`src/rtl/bus_demux_1to4_if.sv`:
```
// Request/response bus between the core load/store port, the router and the
// four memory-mapped targets. The router takes the slave modport; whatever
// models the core and the targets takes the master modport.
interface bus_demux_1to4_if;
   // core side
   logic         req_valid;
   logic         req_ready;
   logic [31:0]  req_addr;
   logic [31:0]  req_wdata;
   logic         req_we;
   logic [3:0]   req_be;
   logic         rsp_valid;
   logic [31:0]  rsp_rdata;
   logic         rsp_err;
   // target side
   logic [3:0]   tgt_valid;
   logic [3:0]   tgt_ready;
   logic [31:0]  tgt_addr;
   logic [31:0]  tgt_wdata;
   logic         tgt_we;
   logic [3:0]   tgt_be;
   logic [3:0]   tgt_rsp_valid;
   logic [127:0] tgt_rdata;

   modport slave (
      input  req_valid, req_addr, req_wdata, req_we, req_be,
      output req_ready, rsp_valid, rsp_rdata, rsp_err,
      output tgt_valid, tgt_addr, tgt_wdata, tgt_we, tgt_be,
      input  tgt_ready, tgt_rsp_valid, tgt_rdata
   );

   modport master (
      output req_valid, req_addr, req_wdata, req_we, req_be,
      input  req_ready, rsp_valid, rsp_rdata, rsp_err,
      input  tgt_valid, tgt_addr, tgt_wdata, tgt_we, tgt_be,
      output tgt_ready, tgt_rsp_valid, tgt_rdata
   );
endinterface

```
`src/rtl/bus_demux_1to4.sv`:
```
// Data-bus request router: accepts one core request at a time, steers it to
// one of four targets selected by req_addr[SEL_MSB:SEL_MSB-1], waits for the
// target response (bounded by TIMEOUT cycles, 0 = unbounded) and returns a
// one-cycle response pulse with read data and a timeout error flag.
module bus_demux_1to4 #(
   parameter int unsigned SEL_MSB = 31,
   parameter int unsigned TIMEOUT = 255
) (
   input logic            clk,
   input logic            rst_n,
   bus_demux_1to4_if.slave bus
);

   localparam logic [15:0] TO_LAST = 16'(TIMEOUT - 1);

   typedef enum logic [1:0] {IDLE, REQ, WAIT, RESP} state_t;

   state_t      state;
   logic [1:0]  sel;
   logic [15:0] cnt;
   logic [31:0] addr_q;
   logic [31:0] wdata_q;
   logic        we_q;
   logic [3:0]  be_q;
   logic [31:0] rdata_q;
   logic        err_q;

   logic        sel_ready;
   logic        sel_rsp;
   logic [31:0] sel_rdata;
   logic        timeout_hit;

   // Only the selected target's handshake and data are ever looked at.
   assign sel_ready   = bus.tgt_ready[sel];
   assign sel_rsp     = bus.tgt_rsp_valid[sel];
   assign sel_rdata   = bus.tgt_rdata[{sel, 5'd0} +: 32];
   assign timeout_hit = (TIMEOUT != 0) && (cnt == TO_LAST);

   // Handshake outputs are pure decodes of the state register.
   assign bus.req_ready = (state == IDLE);
   assign bus.rsp_valid = (state == RESP);
   assign bus.tgt_valid = (state == REQ) ? (4'b0001 << sel) : 4'b0000;

   assign bus.rsp_rdata = rdata_q;
   assign bus.rsp_err   = err_q;
   assign bus.tgt_addr  = addr_q;
   assign bus.tgt_wdata = wdata_q;
   assign bus.tgt_we    = we_q;
   assign bus.tgt_be    = be_q;

   // Transaction FSM: latch request, drive target, collect response or time out.
   always_ff @(posedge clk or negedge rst_n) begin
      if (!rst_n) begin
         state   <= IDLE;
         sel     <= '0;
         cnt     <= '0;
         addr_q  <= '0;
         wdata_q <= '0;
         we_q    <= 1'b0;
         be_q    <= '0;
         rdata_q <= '0;
         err_q   <= 1'b0;
      end else begin
         case (state)
            IDLE: begin
               if (bus.req_valid) begin
                  addr_q  <= bus.req_addr;
                  wdata_q <= bus.req_wdata;
                  we_q    <= bus.req_we;
                  be_q    <= bus.req_be;
                  sel     <= bus.req_addr[SEL_MSB -: 2];
                  cnt     <= '0;
                  state   <= REQ;
               end
            end
            REQ: begin
               cnt <= cnt + 16'd1;
               if (sel_ready && sel_rsp) begin
                  rdata_q <= we_q ? '0 : sel_rdata;
                  err_q   <= 1'b0;
                  state   <= RESP;
               end else if (timeout_hit) begin
                  rdata_q <= '0;
                  err_q   <= 1'b1;
                  state   <= RESP;
               end else if (sel_ready) begin
                  state   <= WAIT;
               end
            end
            WAIT: begin
               cnt <= cnt + 16'd1;
               if (sel_rsp) begin
                  rdata_q <= we_q ? '0 : sel_rdata;
                  err_q   <= 1'b0;
                  state   <= RESP;
               end else if (timeout_hit) begin
                  rdata_q <= '0;
                  err_q   <= 1'b1;
                  state   <= RESP;
               end
            end
            RESP: begin
               state <= IDLE;
            end
            default: begin
               state <= IDLE;
            end
         endcase
      end
   end

endmodule

```
`src/flat_wrapper.sv`:
```
// flat-port wrapper written by rule: the top's interface ports become plain ports
module bus_demux_1to4_flat 
#(
   parameter int unsigned SEL_MSB = 31,
   parameter int unsigned TIMEOUT = 255
)
  (clk, rst_n, bus_req_valid, bus_req_addr, bus_req_wdata, bus_req_we, bus_req_be, bus_req_ready, bus_rsp_valid, bus_rsp_rdata, bus_rsp_err, bus_tgt_valid, bus_tgt_addr, bus_tgt_wdata, bus_tgt_we, bus_tgt_be, bus_tgt_ready, bus_tgt_rsp_valid, bus_tgt_rdata);
  bus_demux_1to4_if bus_i ();
  input logic clk;
  input logic rst_n;
  input wire logic [$bits(bus_i.req_valid)-1:0] bus_req_valid;
  input wire logic [$bits(bus_i.req_addr)-1:0] bus_req_addr;
  input wire logic [$bits(bus_i.req_wdata)-1:0] bus_req_wdata;
  input wire logic [$bits(bus_i.req_we)-1:0] bus_req_we;
  input wire logic [$bits(bus_i.req_be)-1:0] bus_req_be;
  output wire logic [$bits(bus_i.req_ready)-1:0] bus_req_ready;
  output wire logic [$bits(bus_i.rsp_valid)-1:0] bus_rsp_valid;
  output wire logic [$bits(bus_i.rsp_rdata)-1:0] bus_rsp_rdata;
  output wire logic [$bits(bus_i.rsp_err)-1:0] bus_rsp_err;
  output wire logic [$bits(bus_i.tgt_valid)-1:0] bus_tgt_valid;
  output wire logic [$bits(bus_i.tgt_addr)-1:0] bus_tgt_addr;
  output wire logic [$bits(bus_i.tgt_wdata)-1:0] bus_tgt_wdata;
  output wire logic [$bits(bus_i.tgt_we)-1:0] bus_tgt_we;
  output wire logic [$bits(bus_i.tgt_be)-1:0] bus_tgt_be;
  input wire logic [$bits(bus_i.tgt_ready)-1:0] bus_tgt_ready;
  input wire logic [$bits(bus_i.tgt_rsp_valid)-1:0] bus_tgt_rsp_valid;
  input wire logic [$bits(bus_i.tgt_rdata)-1:0] bus_tgt_rdata;
  assign bus_i.req_valid = bus_req_valid;
  assign bus_i.req_addr = bus_req_addr;
  assign bus_i.req_wdata = bus_req_wdata;
  assign bus_i.req_we = bus_req_we;
  assign bus_i.req_be = bus_req_be;
  assign bus_req_ready = bus_i.req_ready;
  assign bus_rsp_valid = bus_i.rsp_valid;
  assign bus_rsp_rdata = bus_i.rsp_rdata;
  assign bus_rsp_err = bus_i.rsp_err;
  assign bus_tgt_valid = bus_i.tgt_valid;
  assign bus_tgt_addr = bus_i.tgt_addr;
  assign bus_tgt_wdata = bus_i.tgt_wdata;
  assign bus_tgt_we = bus_i.tgt_we;
  assign bus_tgt_be = bus_i.tgt_be;
  assign bus_i.tgt_ready = bus_tgt_ready;
  assign bus_i.tgt_rsp_valid = bus_tgt_rsp_valid;
  assign bus_i.tgt_rdata = bus_tgt_rdata;
  bus_demux_1to4 #(.SEL_MSB(SEL_MSB), .TIMEOUT(TIMEOUT)) u_core (.clk(clk), .rst_n(rst_n), .bus(bus_i));
endmodule
```
`config.mk`:
```
export PLATFORM = sky130hd
export DESIGN_NAME = bus_demux_1to4_flat
export DESIGN_NICKNAME = d
export VERILOG_FILES = /design/src/rtl/bus_demux_1to4_if.sv /design/src/rtl/bus_demux_1to4.sv /design/src/flat_wrapper.sv
export SDC_FILE = /design/constraint.sdc
export NUM_CORES = 1
export LEC_CHECK = 0
export CAP_MARGIN = 10
export CORE_AREA = 2 2 121 123
export CTS_CLUSTER_SIZE = 14
export DETAILED_ROUTE_END_ITERATION = 8
export DIE_AREA = 0 0 123 125
export PLACE_DENSITY = 0.92
export SYNTH_ARGS = -nofsm -noshare
export SYNTH_HDL_FRONTEND = slang
export SYNTH_SLANG_ARGS = --single-unit
```
`constraint.sdc`:
```
create_clock -name clk -period 6.4 [get_ports clk]
set_clock_uncertainty 0.2 [all_clocks]
set_input_delay 1.28 -clock clk [delete_from_list [all_inputs] [get_ports clk]]
set_output_delay 1.28 -clock clk [all_outputs]
set_load 0.005 [all_outputs]
```
Word-level counts from Yosys, hierarchy flattened
Index checks and enable logic that the tools add are counted.
{"block": "op_classes", "addsub": 1, "n_reduce_logical": 8, "shifts": 2, "magnitude_cmp": 1, "muxes": 23, "eq_ne": 7}
{"op": "2-to-1 mux 32 bit", "n": 4}
{"op": "variable part select 128 x 8 -> 32 bit", "n": 1}
{"op": "one-hot mux 32 bit (2 select lines)", "n": 1}
{"op": "one-hot mux 16 bit (2 select lines)", "n": 1}
{"op": "adder 16 x 1 -> 16 bit, second input constant", "n": 1}
{"op": "== test 16 x 8 -> 1 bit, second input constant", "n": 1}
{"op": "2-to-1 mux 16 bit", "n": 1}
{"op": "2-to-1 mux 2 bit", "n": 6}
{"op": "one-hot mux 2 bit (4 select lines)", "n": 1}
{"op": "2-to-1 mux 1 bit", "n": 5}
{"op": "binary-select mux 1 bit (select 2 bit)", "n": 2}
{"op": "== test 2 bit, second input constant", "n": 2}
{"op": "2-to-1 mux 4 bit", "n": 1}
{"op": "!= test 4 x 2 -> 1 bit, second input constant", "n": 1}
{"op": "AND reduction 2 bit", "n": 2}
{"op": "nonzero test 2 bit", "n": 2}
{"op": "<< shifter 1 x 2 -> 4 bit, first input constant", "n": 1}
{"op": "less-than comparator 2 x 3 -> 1 bit, second input constant", "n": 1}
{"op": "!= test 3 x 1 -> 1 bit, second input constant", "n": 1}
{"op": "AND reduction 3 bit", "n": 1}
{"op": "== test 2 x 1 -> 1 bit, second input constant", "n": 1}
{"op": "zero test 2 bit", "n": 1}
{"op": "!= test 2 bit, second input constant", "n": 1}
{"op": "one-hot mux 1 bit (2 select lines)", "n": 1}
{"op": "2 further kinds", "n": 2}
{"block": "totals", "out_inout_bits": 108, "wordCells": 51, "inputBits": 208, "register_bits": 122}

Longest topological paths before layout
Gate-level depths: netlist (run 1).
{"block": "depth", "ltp_word": 6, "depth_mapped": 8, "depth_no_buf": 6}

Worst setup path before layout (run 1)
OpenSTA, ideal clock, no wires.
{"block": "synth_path", "path_type": "input-to-reg", "start": "in bus_tgt_ready[3]", "end": "reg u_core.rdata_q[10] (netlist: u_core.bus.rsp_rdata[10])", "cell_stages": 5, "t_arrival_ns": 2.489, "slack_ns": 3.589, "path_cell_list": "mux4_2 > o21a_1 > nand3b_1 > buf_2 > o2bb2ai_2"}
{"block": "synth_via", "elab_chain_len": 5}
{"item": "from (decl)", "line_no": "flat_wrapper.sv:25", "source": "input wire logic [$bits(bus_i.tgt_ready)-1:0] bus_tgt_ready;"}
{"item": "binary-select mux 1 bit (select 2 bit)", "line_no": "bus_demux_1to4.sv:34", "source": "assign sel_ready = bus.tgt_ready[sel];"}
{"item": "2-to-1 mux 1 bit (implied by the code)", "line_no": "bus_demux_1to4.sv:34"}
{"item": "logical AND 1 bit", "line_no": "bus_demux_1to4.sv:78", "source": "if (sel_ready && sel_rsp) begin"}
{"item": "2-to-1 mux 32 bit", "line_no": "bus_demux_1to4.sv:78"}
{"item": "one-hot mux 32 bit (2 select lines)", "line_no": "bus_demux_1to4.sv:64", "source": "case (state)"}
{"item": "to (signal assigned)", "line_no": "bus_demux_1to4.sv:79", "source": "rdata_q <= we_q ? '0 : sel_rdata;"}
{"item": "to (signal assigned)", "line_no": "bus_demux_1to4.sv:93", "source": "rdata_q <= we_q ? '0 : sel_rdata;"}
{"item": "to (decl)", "line_no": "bus_demux_1to4.sv:25", "source": "logic [31:0] rdata_q;"}
Every way passes these cells. The select of a mux whose other input is x is not followed.
A chain may end at the register's enable or synchronous reset.

Final worst setup path (run 1)
{"block": "layout_path", "start": "reg u_core.state[1]", "end": "out bus_tgt_valid[0]"}
{"block": "layout_via", "elab_chain_len": 2}
{"item": "from (decl)", "line_no": "bus_demux_1to4.sv:18", "source": "state_t state;"}
{"item": "from (signal assigned)", "line_no": "bus_demux_1to4.sv:54", "source": "state <= IDLE;"}
{"item": "from (signal assigned)", "line_no": "bus_demux_1to4.sv:73", "source": "state <= REQ;"}
{"item": "from (signal assigned)", "line_no": "bus_demux_1to4.sv:81", "source": "state <= RESP;"}
{"item": "== test 2 x 1 -> 1 bit", "line_no": "bus_demux_1to4.sv:42", "source": "assign bus.tgt_valid = (state == REQ) ? (4'b0001 << sel) : 4'b0000;"}
{"item": "2-to-1 mux 4 bit", "line_no": "bus_demux_1to4.sv:42"}
{"item": "to (decl)", "line_no": "flat_wrapper.sv:20", "source": "output wire logic [$bits(bus_i.tgt_valid)-1:0] bus_tgt_valid;"}
Every way passes these cells.

==> results of run 1 <==
cells by family after synthesis:
group                    Yosys count  share of synthesized area
AO/OA/AOI/OAI                     57                     0.1092
multiplexers                     106                     0.2643
XOR/XNOR                           7                    0.01029
adder cells (fa/ha/maj)            6                    0.01259
buffers and inverters             64                    0.04723
flip-flops                       120                     0.5038
AND/OR/NAND/NOR                   51                    0.05269
sequential cells by signal (all words and copies together), names as in the netlist:
signal and flops:
u_core.state 2, u_core.bus.tgt_wdata 32, u_core.bus.tgt_be 4, u_core.bus.rsp_rdata 32, u_core.cnt 16, u_core.sel 1, u_core.bus.rsp_err 1, u_core.bus.tgt_addr 31
u_core.bus.tgt_we 1
critical path, stage by stage, from the launching register on:
cell	delay, ns
dfrtp_1	0.43
inv_1	0.10
ha_1	0.24
inv_1	0.11
nor3_1	0.24
clkdlybuf4s50_1	0.59
Yosys cell counts (2+ instances only):
library cell / number
dfrtp_1: 120
mux2_2: 70
inv_1: 39
mux4_2: 34
o2bb2ai_2: 30
nor2_1: 10
buf_1: 8
nand2_1: 8
a21oi_1: 7
buf_2: 6
ha_1: 6
clkbuf_1: 5
o31ai_1: 5
nor3_1: 4
or4_1: 4
xnor2_1: 4
buf_4: 3
buf_6: 3
nand3_1: 3
nand4_1: 3
o21ai_0: 3
xor2_1: 3
a21o_1: 2
a22o_1: 2
and4_1: 2
nand2b_1: 2
nand3b_1: 2
nand4b_1: 2
o2bb2ai_1: 2
or3_1: 2
final timing paths:
check,endpoint,startpoint
setup / recovery,bus_tgt_valid[0],u_core.state[1]$_DFFE_PN0P_
hold / removal,u_core.bus.rsp_rdata[10]$_DFFE_PN0P_,u_core.bus.rsp_rdata[10]$_DFFE_PN0P_
setup reg to reg,u_core.bus.rsp_rdata[31]$_DFFE_PN0P_,u_core.bus.tgt_addr[30]$_DFFE_PN0P_
hold reg to reg,u_core.bus.rsp_rdata[10]$_DFFE_PN0P_,u_core.bus.rsp_rdata[10]$_DFFE_PN0P_
max in group asynchronous,u_core.bus.tgt_addr[30]$_DFFE_PN0P_,rst_n
min in group asynchronous,u_core.bus.tgt_wdata[16]$_DFFE_PN0P_,rst_n
per-layer routing:
| layer | GRT usage | wire [um] |
|---|---|---|
| met1 | 0.2982 | 7318 |
| met2 | 0.4716 | 10420 |
| met3 | 0.07984 | 1797 |
| met4 | 0.08824 | 478 |
| met5 | 0 | 0 |
metrics by stage:
stage                       util  instance area [um2]  power [W]
after floorplan                -                 5961   0.002399
after global placement    0.6511                 9248   0.003292
after detailed placement  0.6511                 9248   0.003396
after CTS                 0.6932                 9846   0.004400
after global routing      0.6946                 9866   0.004620
final                     0.6948                 9868   0.004384
area by class of cell:
class / instances / area share
timing repair buffer: 321 / 0.3251
multi-input combinational: 227 / 0.2715
inverter: 39 / 0.01483
clock buffer: 20 / 0.04628
antenna: 1 / 0.0002536
clock inverter: 12 / 0.01433
tap: 184 / 0.02333
sequential: 120 / 0.3044
power by group:
part | switching [W] | internal, W
registers | 0.000220 | 0.00108
clock network | 0.000359 | 0.000598
logic | 0.000844 | 0.00128
total | 0.00142 | 0.00296
==> flow_summary.ini, run 1 <==
[run_status]
status = complete, no violations

[pwr]
p_leak_nw = 4.032
p_per_area_mw_per_mm2 = 444.2
peakVddDrop_mv = 0.3236

[sta]
rsz0062_at_grt = false
max_slew_margin = 0.2752
worst_slack_ns = 2.804
period_share = 0.5619
setup_viol = 0
hold_viol_final = 0
finalCriticalPeriod_ns = 3.596
tightest_slew_ns = 1.083
finalMaxSlewViolations = 0
holdWs_ns = 0.2967
setup_tns_ns = 0
max_freq_mhz = 278.1

[clock_tree]
clockBufferDepth = 2
post-cts-setup-buffer-count = 0
cts_num_sinks = 120
clk_pin_slew_ns = 0.05
cts_resized = 0
clock_latency_ns = 0.41
cts_buffers = 17
cts_tree = yes
cts_root_buf = clkbuf_16
cts_hold_buf = 0
h-tree-depth = 4

[synthesis]
synthesis.area_mm2 = 0.005961
yosysTopAreaCellShare = 0.5038
syn_area_per_cell_um2 = 14.50
synth_top_cell_by_area = dfrtp_1
synth-seq-area-share = 0.5038
synthArstFlopShare = 1.000
synth-seq-cells = 120
synth_top_flop_cell = dfrtp_1
synth_enable_flop_cells = 0
synthCells = 411
yosys_warnings = 0
ys_types = 47
synth.area.top_cells = dfrtp_1 (50%), mux2_2 (13%), mux4_2 (13%)
synth_nets = 625

[die]
io_pins = 316
num_rows = 44
core-area_mm2 = 0.01420
dieArea_mm2 = 0.01538
initial_core_util = 0.4197
fp.dieH_um = 125
fp.dieW_um = 123

[finish]
multi_input_area_mm2 = 0.002679
fin_cells = 924
drive_gt1_frac = 0.2436
area_delta_synth_final_pct = 65.55
seq_area_mm2 = 0.003004
layout_common_cells = clkdlybuf4s50_1 (314), dfrtp_1 (119), mux2_2 (70), inv_1 (39), mux4_2 (34)
nFillCells = 908
layout_commonest_cell = clkdlybuf4s50_1
nets = 940

[setup_path]
crit_arrival_ns = 2.12
critical_path.max_fanout = 5
r2r_cells = 6
required_ns = 4.92
crit_type = flip-flop to output port
worst_setup_path_start_kind = flip-flop
rrSetupSlack_ns = 3.49
critPathCaptureType = output port

[hold_path]
hold_class = flip-flop to flip-flop
whs_path_depth = 1

[drt]
wirelength_um = 20020
final_antenna_net_count = 0
drt_iter0_markers = 345
drc = 0
drtPass1Iterations = 5
vias = 4883
wire_per_inst_um = 21.66
vias_per_cell = 5.285

[placement]
numPortBuffers = 315
place_hpwl_um = 14890
gp_congestion = 0.8250
dpl.cell_count = 890
preCtsSetupSlack_ns = 2.424

[grt]
grt_pass1_vias = 5527
antenna_found_initial = 0
grt_start_max_net_pins = 63
grt_pass1_wl_um = 30530
grt_usage = 0.2645
grt_overflow = 0

[run]
cap_violations = 0
(Power assumes the default switching activity.)
==> run 2: changes to the inputs <==
- CORE_AREA: 2 2 121 123 -> default
- CORE_UTILIZATION: default -> 36
- DIE_AREA: 0 0 123 125 -> default
- PLACE_DENSITY: 0.92 -> 0.83
- clock period: 6.4 -> 3.1 ns (I/O delays scaled with it)
==> run 2 against run 1 <==
- largest cell class unchanged
- largest power group unchanged
- sequential cell count unchanged
- clock power grew 90%
- critical endpoint unchanged
- hold slack got worse by 0.011 ns
- critical path type unchanged
==> flow_summary.ini, run 2 (synthesized netlist as in run 1, its figures left out) <==
[sta]
tightest_slew_ns = 0.7641
finalCriticalPeriod_ns = 2.833
rsz0062_at_grt = false
max_freq_mhz = 352.9
period_share = 0.9140
hold_viol_final = 0
setup_viol = 0
max_slew_margin = 0.4887
setup_tns_ns = 0
finalMaxSlewViolations = 0

[die]
fp.dieW_um = 130.7
fp.dieH_um = 130.7
initial_core_util = 0.3725
dieArea_mm2 = 0.01708
core-area_mm2 = 0.01600
io_pins = 316
num_rows = 46

[setup_path]
crit_arrival_ns = 2.01
crit_top_cell = inv_1
crit_family = buffers and inverters
critPathCaptureType = output port
worst_setup_path_start_kind = flip-flop
crit_chain = inv_1, ha_1, inv_1, nor3_1, clkdlybuf4s50_1
rrSetupSlack_ns = 0.84
critPathMaxStageDelay_ns = 0.55
required_ns = 2.28
path_buf_inv = 3
cp_slowest_cell = clkdlybuf4s50_1
crit_type = flip-flop to output port
critical_path.max_fanout = 5

[drt]
wirelength_um = 18370
drc = 0
drtPass1Iterations = 5
drt_iter0_markers = 151
wire_per_inst_um = 19.16
final_antenna_net_count = 0
vias = 4787
vias_per_cell = 4.992

[clock_tree]
cts_hold_buf = 1
cts_num_sinks = 120
cts_root_buf = clkbuf_16
cts_tree = yes
h-tree-depth = 4
clock_latency_ns = 0.41
clk_pin_slew_ns = 0.05
post-cts-setup-buffer-count = 0
clockBufferDepth = 2
cts_buffers = 17
cts_resized = 0

[run]
cap_violations = 0

[finish]
area_delta_synth_final_pct = 66.77
drive_gt1_frac = 0.2476
layout_commonest_cell = clkdlybuf4s50_1
layout_common_cells = clkdlybuf4s50_1 (314), dfrtp_1 (118), mux2_2 (70), inv_1 (39), mux4_2 (34)
nets = 945
diodes = 0
final_util = 0.6213

[placement]
numPortBuffers = 315
place_hpwl_um = 14350
gp_congestion = 0.8016

[pwr]
p_per_area_mw_per_mm2 = 897.0
peakVddDrop_mv = 0.6488
power_w = 0.008917
p_leak_nw = 4.062

[hold_path]
hold_class = flip-flop to flip-flop

[grt]
grt_overflow = 0
grt_pass1_vias = 5129
grt_usage = 0.2108
grt_start_max_net_pins = 70
grt_pass1_wl_um = 26620
antenna_found_initial = 0

[run_status]
status = complete, no violations
-- run 2: cell types whose count changed in the layout (fill, tap and decap cells not counted), sizes merged --
cell / delta
buf: +4
clkbuf: -2
diode: -1
clkinvlp: -3
bufinv: -1
dlygate4sd3: +1
inv: -1
clkinv: +6
-- run 2: routing by layer --
metal,vias to the layer above,GRT usage,share of wire,wire length (um)
met5,-,0,0,0
met4,0,0.08046,0.016,286
met3,22,0.07899,0.10,1885
li1,2159,-,-,-
met1,2367,0.2197,0.36,6638
met2,239,0.3834,0.52,9559
-- run 2: worst register-to-register path, cell delays in order, from the launching register on --
cell and delay (ns):
dfrtp_1 0.43, inv_1 0.13, ha_1 0.33, mux2i_1 0.16, or2_1 0.31, or4_1 0.48, a21oi_1 0.15
-- run 2: final timing paths --
| check | startpoint | endpoint | depth (start not counted) |
|---|---|---|---|
| setup / recovery | u_core.state[1]$_DFFE_PN0P_ | bus_tgt_valid[0] | 5 |
| hold / removal | u_core.bus.rsp_rdata[31]$_DFFE_PN0P_ | u_core.bus.rsp_rdata[31]$_DFFE_PN0P_ | 1 |
| setup reg to reg | u_core.state[0]$_DFFE_PN0P_ | u_core.cnt[14]$_DFFE_PN0P_ | 6 |
| hold reg to reg | u_core.bus.rsp_rdata[31]$_DFFE_PN0P_ | u_core.bus.rsp_rdata[31]$_DFFE_PN0P_ | 1 |
| max in group asynchronous | rst_n | u_core.bus.rsp_rdata[24]$_DFFE_PN0P_ | 3 |
| min in group asynchronous | rst_n | u_core.bus.tgt_wdata[14]$_DFFE_PN0P_ | 2 |
-- run 2: where the power goes --
part | internal [W] | switching, W
clock | 0.00110 | 0.000717
sequential | 0.00224 | 0.000462
combinational | 0.00269 | 0.00170
-- run 2: cell type report --
cell class | count | area [um2]
timing repair buffer | 326 | 3286
clock buffer | 18 | 429.2
fill | 1223 | 6060
sequential | 120 | 3005
inverter | 39 | 146.4
multi-input combinational | 227 | 2679
clock inverter | 13 | 125.1
tap | 216 | 270.3
-- run 2: metrics by stage --
stage / instance area (um2) / hold slack, ns / std cells / worst slack, ns
6_report: 9941 / 0.2854 / 959 / 0.2667
2_1_floorplan: 5961 / 0.1244 / 411 / 0.8670
3_5_place_dp: 9376 / 0.2741 / 927 / 0.4021
5_1_grt: 9941 / 0.3095 / 959 / 0.1303
3_3_place_gp: 9376 / 0.2727 / 927 / 0.4260
4_1_cts: 9941 / 0.2909 / 959 / 0.2659
